==> config.mk <==
export PLATFORM = sky130hd
export DESIGN_NAME = ysyx_2022040010_mem_flat
export DESIGN_NICKNAME = d
export VERILOG_FILES = /design/src/rtl/ysyx_2022040010_mem_if.sv /design/src/rtl/ysyx_2022040010_mem.sv /design/src/flat_wrapper.sv
export SDC_FILE = /design/constraint.sdc
export NUM_CORES = 1
export LEC_CHECK = 0
export BUFFER_PORTS_ARGS = -buffer_cell sky130_fd_sc_hd__buf_2
export CORE_AREA = 2 2 164 166
export CTS_BUF_LIST = sky130_fd_sc_hd__clkbuf_16
export CTS_CLUSTER_SIZE = 10
export DETAILED_ROUTE_END_ITERATION = 12
export DIE_AREA = 0 0 166 168
export PLACE_DENSITY = 0.78
export SLEW_MARGIN = 20
export SYNTH_ARGS = -nofsm -noshare
export SYNTH_HDL_FRONTEND = slang
export SYNTH_SLANG_ARGS = --single-unit
==> constraint.sdc <==
create_clock -name clk -period 3.13 [get_ports clk]
set_clock_uncertainty 0.1 [all_clocks]
set_input_delay 0.1565 -clock clk [delete_from_list [all_inputs] [get_ports clk]]
set_output_delay 0.1565 -clock clk [all_outputs]
set_load 0.01 [all_outputs]
==> src/rtl/ysyx_2022040010_mem_if.sv <==
// Data-memory read response bus seen by the MEM stage: one-cycle rvalid pulse with an aligned doubleword.
interface ysyx_2022040010_mem_if;
    logic        dmem_rvalid;
    logic [63:0] dmem_rdata;

    modport master (output dmem_rvalid, output dmem_rdata);
    modport slave  (input  dmem_rvalid, input  dmem_rdata);
endinterface

==> src/rtl/ysyx_2022040010_mem.sv <==
// MEM stage: loads wait in WAIT (stallreq high) until rvalid, then extract/extend; other ops pass with zero latency.
// A WB stall at load completion parks the data in HOLD; YSYX_MEM_MISALIGN_CHECK_EN enables the misalignment trap flag.
module ysyx_2022040010_mem (
    input  logic                       clk,
    input  logic                       rst,
    input  logic [5:0]                 stall,
    input  logic [144:0]               ex_to_mem_bus,
    ysyx_2022040010_mem_if.slave       dmem,
    output logic                       stallreq_for_mem,
    output logic [133:0]               mem_to_wb_bus,
    output logic [69:0]                mem_to_rf_bus,
    output logic                       misalign_o
);
    typedef enum logic [1:0] {S_IDLE, S_WAIT, S_HOLD} state_e;

    state_e        state_q, state_d;
    logic [144:0]  ex_to_mem_bus_r;
    logic [63:0]   load_buf_q, load_buf_d;
    logic          buf_vld_q, buf_vld_d;

    logic [63:0]   pc, ex_result, ld_src, load_data, rf_wdata;
    logic [10:0]   mem_op;
    logic          rf_we_r, rf_we, is_load, load_go, misalign, reg_upd, use_buf;
    logic [4:0]    rf_waddr;
    logic [2:0]    off;
    logic [7:0]    ld_byte;
    logic [15:0]   ld_half;
    logic [31:0]   ld_word;
    logic          unused_sig;

    assign pc        = ex_to_mem_bus_r[144:81];
    assign mem_op    = ex_to_mem_bus_r[80:70];
    assign rf_we_r   = ex_to_mem_bus_r[69];
    assign rf_waddr  = ex_to_mem_bus_r[68:64];
    assign ex_result = ex_to_mem_bus_r[63:0];
    assign off       = ex_result[2:0];
    assign is_load   = |mem_op[10:4];

`ifdef YSYX_MEM_MISALIGN_CHECK_EN
    assign misalign = (|mem_op) &
                      (((mem_op[8] | mem_op[7] | mem_op[2]) & off[0]) |
                       ((mem_op[6] | mem_op[5] | mem_op[1]) & (off[1:0] != 2'b00)) |
                       ((mem_op[4] | mem_op[0]) & (off != 3'b000)));
`else
    assign misalign = 1'b0;
`endif

    assign load_go    = is_load & ~misalign;
    assign misalign_o = misalign;
    assign unused_sig = ^{stall[5], stall[2:0], mem_op[3:0]};

    // The input register is frozen while a load is outstanding so a bubble cannot destroy it.
    assign reg_upd = ~stallreq_for_mem & (~stall[3] | ~stall[4]);

    always_ff @(posedge clk) begin
        if (rst) begin
            ex_to_mem_bus_r <= '0;
        end else if (~stallreq_for_mem) begin
            if (stall[3] && !stall[4]) ex_to_mem_bus_r <= '0;
            else if (!stall[3])        ex_to_mem_bus_r <= ex_to_mem_bus;
        end
    end

    always_ff @(posedge clk) begin
        if (rst) begin
            state_q    <= S_IDLE;
            load_buf_q <= '0;
            buf_vld_q  <= 1'b0;
        end else begin
            state_q    <= state_d;
            load_buf_q <= load_buf_d;
            buf_vld_q  <= buf_vld_d;
        end
    end

    always_comb begin
        state_d          = state_q;
        stallreq_for_mem = 1'b0;
        load_buf_d       = load_buf_q;
        buf_vld_d        = buf_vld_q;
        unique case (state_q)
            S_IDLE: begin
                // buf_vld_q marks a load already served by WAIT; do not request it again.
                if (load_go && !buf_vld_q && !dmem.dmem_rvalid) begin
                    state_d          = S_WAIT;
                    stallreq_for_mem = 1'b1;
                end
            end
            S_WAIT: begin
                stallreq_for_mem = 1'b1;
                if (dmem.dmem_rvalid) state_d = stall[4] ? S_HOLD : S_IDLE;
            end
            S_HOLD: begin
                if (!stall[4]) state_d = S_IDLE;
            end
            default: state_d = S_IDLE;
        endcase
        if (state_q == S_WAIT && dmem.dmem_rvalid) begin
            load_buf_d = dmem.dmem_rdata;
            buf_vld_d  = 1'b1;
        end else if (reg_upd) begin
            buf_vld_d  = 1'b0;
        end
    end

    assign use_buf = (state_q == S_HOLD) | buf_vld_q;
    assign ld_src  = use_buf ? load_buf_q : dmem.dmem_rdata;
    assign ld_byte = ld_src[{off, 3'b000} +: 8];
    assign ld_half = ld_src[{off[2:1], 4'b0000} +: 16];
    assign ld_word = ld_src[{off[2], 5'b00000} +: 32];

    always_comb begin
        load_data = ld_src;
        if (mem_op[10])     load_data = {{56{ld_byte[7]}}, ld_byte};
        else if (mem_op[9]) load_data = {56'b0, ld_byte};
        else if (mem_op[8]) load_data = {{48{ld_half[15]}}, ld_half};
        else if (mem_op[7]) load_data = {48'b0, ld_half};
        else if (mem_op[6]) load_data = {{32{ld_word[31]}}, ld_word};
        else if (mem_op[5]) load_data = {32'b0, ld_word};
    end

    assign rf_wdata = is_load ? load_data : ex_result;
    assign rf_we    = rf_we_r & (rf_waddr != 5'd0) & ~stallreq_for_mem & ~(is_load & misalign);

    assign mem_to_wb_bus = {pc, rf_we, rf_waddr, rf_wdata};
    assign mem_to_rf_bus = {rf_we, rf_waddr, rf_wdata};
endmodule

==> src/flat_wrapper.sv <==
// flat-port wrapper written by rule: the top's interface ports become plain ports
module ysyx_2022040010_mem_flat 
  (clk, rst, stall, ex_to_mem_bus, stallreq_for_mem, mem_to_wb_bus, mem_to_rf_bus, misalign_o, dmem_dmem_rvalid, dmem_dmem_rdata);
  ysyx_2022040010_mem_if dmem_i ();
  input  logic clk;
  input  logic rst;
  input  logic [5:0] stall;
  input  logic [144:0] ex_to_mem_bus;
  output logic stallreq_for_mem;
  output logic [133:0] mem_to_wb_bus;
  output logic [69:0] mem_to_rf_bus;
  output logic misalign_o;
  input wire logic [$bits(dmem_i.dmem_rvalid)-1:0] dmem_dmem_rvalid;
  input wire logic [$bits(dmem_i.dmem_rdata)-1:0] dmem_dmem_rdata;
  assign dmem_i.dmem_rvalid = dmem_dmem_rvalid;
  assign dmem_i.dmem_rdata = dmem_dmem_rdata;
  ysyx_2022040010_mem u_core (.clk(clk), .rst(rst), .stall(stall), .ex_to_mem_bus(ex_to_mem_bus), .dmem(dmem_i), .stallreq_for_mem(stallreq_for_mem), .mem_to_wb_bus(mem_to_wb_bus), .mem_to_rf_bus(mem_to_rf_bus), .misalign_o(misalign_o));
endmodule
==> impl_metrics.tcl <==
set metrics [dict create \
    status "finished, violations left" \
    violations "negative setup slack" \
    crit_top_cell "buf_12" \
    finalCritPeriodShare 1.001 \
    ys_types 45 \
    tightest_slew_ns 0.8541 \
    hp-class "in -> reg" \
    ys_ff_latch 208 \
    grt_pass1_vias 12542 \
    grt_pass1_wl_um 71210 \
    rsz0062_at_grt "true" \
    fin_ws_ns -0.003842 \
    dpl.cell_count 1980 \
    holdWs_ns 0.1662 \
    max-cap-violations 0 \
    path_class "reg -> out" \
    r2r_slack_ns 0.13 \
    antenna_found_initial 4 \
    synthArstFlopShare 0 \
    crit_chain "inv_4, a21oi_4, buf_12, mux4_2, a22oi_2, buf_6, buf_12, o211ai_1, buf_2" \
    wl_per_cell_um 21.36 \
    hold_violations 0 \
    yosys-top-cells-count "nand2_1, dfxtp_1, nor2_1" \
    grt_usage 0.3238 \
    critical-path-top-delay-family "buffers and inverters" \
    syn_area_mm2 0.01163 \
    clk_latency_ns 0.54 \
    die_w_um 166 \
    cts_buffers 26 \
    cpMaxStageDelayCell "mux4_2" \
    stdcell_count 2262 \
    io_buffers 414 \
    r2r_cells 8 \
    cts_tree "built" \
    setup_viol 1 \
    gp_congestion 1.011 \
    peakVddDrop_v 0.0005064 \
    synthToLayoutAreaGrowth_pct 40.90 \
    ys_seq_area_frac 0.3580 \
    drive_above_1_share 0.3031 \
    num_rows 60 \
    ios 424 \
    startpoint_type "flip-flop" \
    synth_flop_cell "dfxtp_1" \
    viasPerCell 5.690 \
    nNetsFinal 2127 \
    clkTransAtPathRegs_ns 0.06 \
    period_needed_ns 3.134 \
    crit_buf_inv 5 \
    initial_utilization 0.4414 \
    slowest_delay_ns 0.58 \
    synth_most_common_cell "nand2_1" \
    crit_path_end_kind "output port" \
    clockRootBuffer "clkbuf_16" \
    clockBufferDepth 3 \
    dp_hpwl_um 32270 \
    syn_avg_cell_area_um2 8.065 \
    synth_cells 1442 \
    vias 12870 \
    fillers 2161 \
    synth-edff-count 0 \
    clock_sinks 208 \
    slew_headroom 0.4292 \
    power_density_mw_per_mm2 672.9 \
    leakagePower_nw 7.421 \
    cp.depth 9 \
    wirelength_um 48320 \
    synth.top_cell.area_share 0.3580 \
    cts_max_level 1 \
    worstPathRequired_ns 2.87 \
    core_area_mm2 0.02635 \
    drc_errors 0 \
    post-place-ws_ns 0.3528 \
    grt_max_degree 91 \
    drt-initial-drc-count 1511 \
    synth_area_leaders "dfxtp_1, a22oi_1, buf_4, nand2_1, nor2_1" \
    holdPathStages 5 \
    final_util 0.6219 \
    synth_nets 1660 \
    ant_nets 0 \
    cp_data_arrival_time_ns 2.88 \
    drt_first_pass_iters 6 \
    yosys_warnings 0 \
    finalMaxSlewViolations 0 \
    die_area_mm2 0.02789 \
    yosysTopAreaCell "dfxtp_1" \
    fmax_ghz 0.3191 \
    die_h_um 168 \
    crit_fanout 20 \
    grt_overflow 0 \
]
[final cells by class]
| type | instances | area [um^2] | share of cell area |
|---|---|---|---|
| multi-input combinational | 962 | 5911 | 0.3607 |
| timing repair buffer | 707 | 5141 | 0.3137 |
| antenna | 4 | 10.01 | 0.0006108 |
| inverter | 4 | 17.52 | 0.001069 |
| clock inverter | 10 | 56.30 | 0.003436 |
| tap | 341 | 426.7 | 0.02604 |
| clock buffer | 26 | 650.6 | 0.03970 |
| sequential | 208 | 4174 | 0.2547 |
[metrics by stage]
| step | area (um^2) | TNS [ns] | power [mW] |
|---|---|---|---|
| 2_1_floorplan | 11630 | 0 | 6.533 |
| 3_3_place_gp | 13030 | 0 | 7.816 |
| 4_1_cts | 16210 | -0.003632 | 10.81 |
| 5_1_grt | 16390 | -0.8716 | 11.48 |
| 3_5_place_dp | 13030 | 0 | 7.871 |
| 6_report | 16390 | -0.003842 | 11.03 |
[layout by cell type (no fill, tap or decap), drive strengths merged, types with 2 or more instances in the layout]
cell,count
a21oi,127
a211oi,3
o211ai,34
inv,5
buf,474
o21bai,32
nor2,190
clkbuf,27
clkinv,9
nand2b,3
a221o,4
and2,2
nor3,3
dlygate4sd3,230
mux2i,59
mux2,13
o22ai,7
o21ai,8
bufbuf,2
nor4,3
diode,4
a32oi,4
dfxtp,208
nor2b,2
nand3,42
a22oi,149
nand2,231
or4,2
a31oi,11
mux4,25
[worst min-delay path, stage by stage]
cell,delay [ns]
buf_2,0.12
nor2_4,0.05
buf_12,0.20
a22oi_1,0.18
nor2_1,0.05
[report_power, final]
group	leakage (nW)	switching, mW	internal, mW	total, mW
Sequential	1.70	0.211	2.94	3.15
Combinational	5.37	3.15	2.11	5.26
Clock	0.354	1.14	1.48	2.62
Total	7.42	4.50	6.52	11.0
[timing repair]
action | in CTS | in global routing
pin swaps | 1 | 3
resized for setup | 20 | 19
cloned | 2 | 1
endpoints found under the hold margin | 208 | 0
setup buffers | 4 | 5
hold buffers | 230 | 0
setup endpoints to repair | 79 | 105
[cells by family after synthesis]
family                 count (synthesis)  share of synthesized area
flip-flops                           208                     0.3580
AO/OA/AOI/OAI                        384                     0.2210
other                                  1                  0.0003224
multiplexers                          97                     0.1118
buffers and inverters                272                     0.1457
AND/OR/NAND/NOR                      480                     0.1632
[registers in the layout, summed over array words and instances (netlist names)]
| signal | count |
|---|---|
| u_core.buf_vld_q | 1 |
| u_core.load_buf_q | 64 |
| u_core.ex_to_mem_bus_r | 141 |
| u_core.state_q | 2 |
[per-layer routing]
metal,vias to the layer above,track usage,wire (um)
li1,5847,-,-
met2,823,0.5564,23110
met1,6029,0.3685,17710
met4,0,0.1977,3259
met5,-,0,0
met3,171,0.07193,4245
[path summary, 6_finish.rpt]
kind,startpoint,to
worst max-delay path,u_core.state_q[0],mem_to_rf_bus[61]
worst min-delay path,stall[3],u_core.ex_to_mem_bus_r[79]
worst max register to register,u_core.ex_to_mem_bus_r[78],u_core.ex_to_mem_bus_r[1]
worst min register to register,u_core.load_buf_q[3],u_core.load_buf_q[3]
No activity file was read; power rests on OpenSTA's default activity.
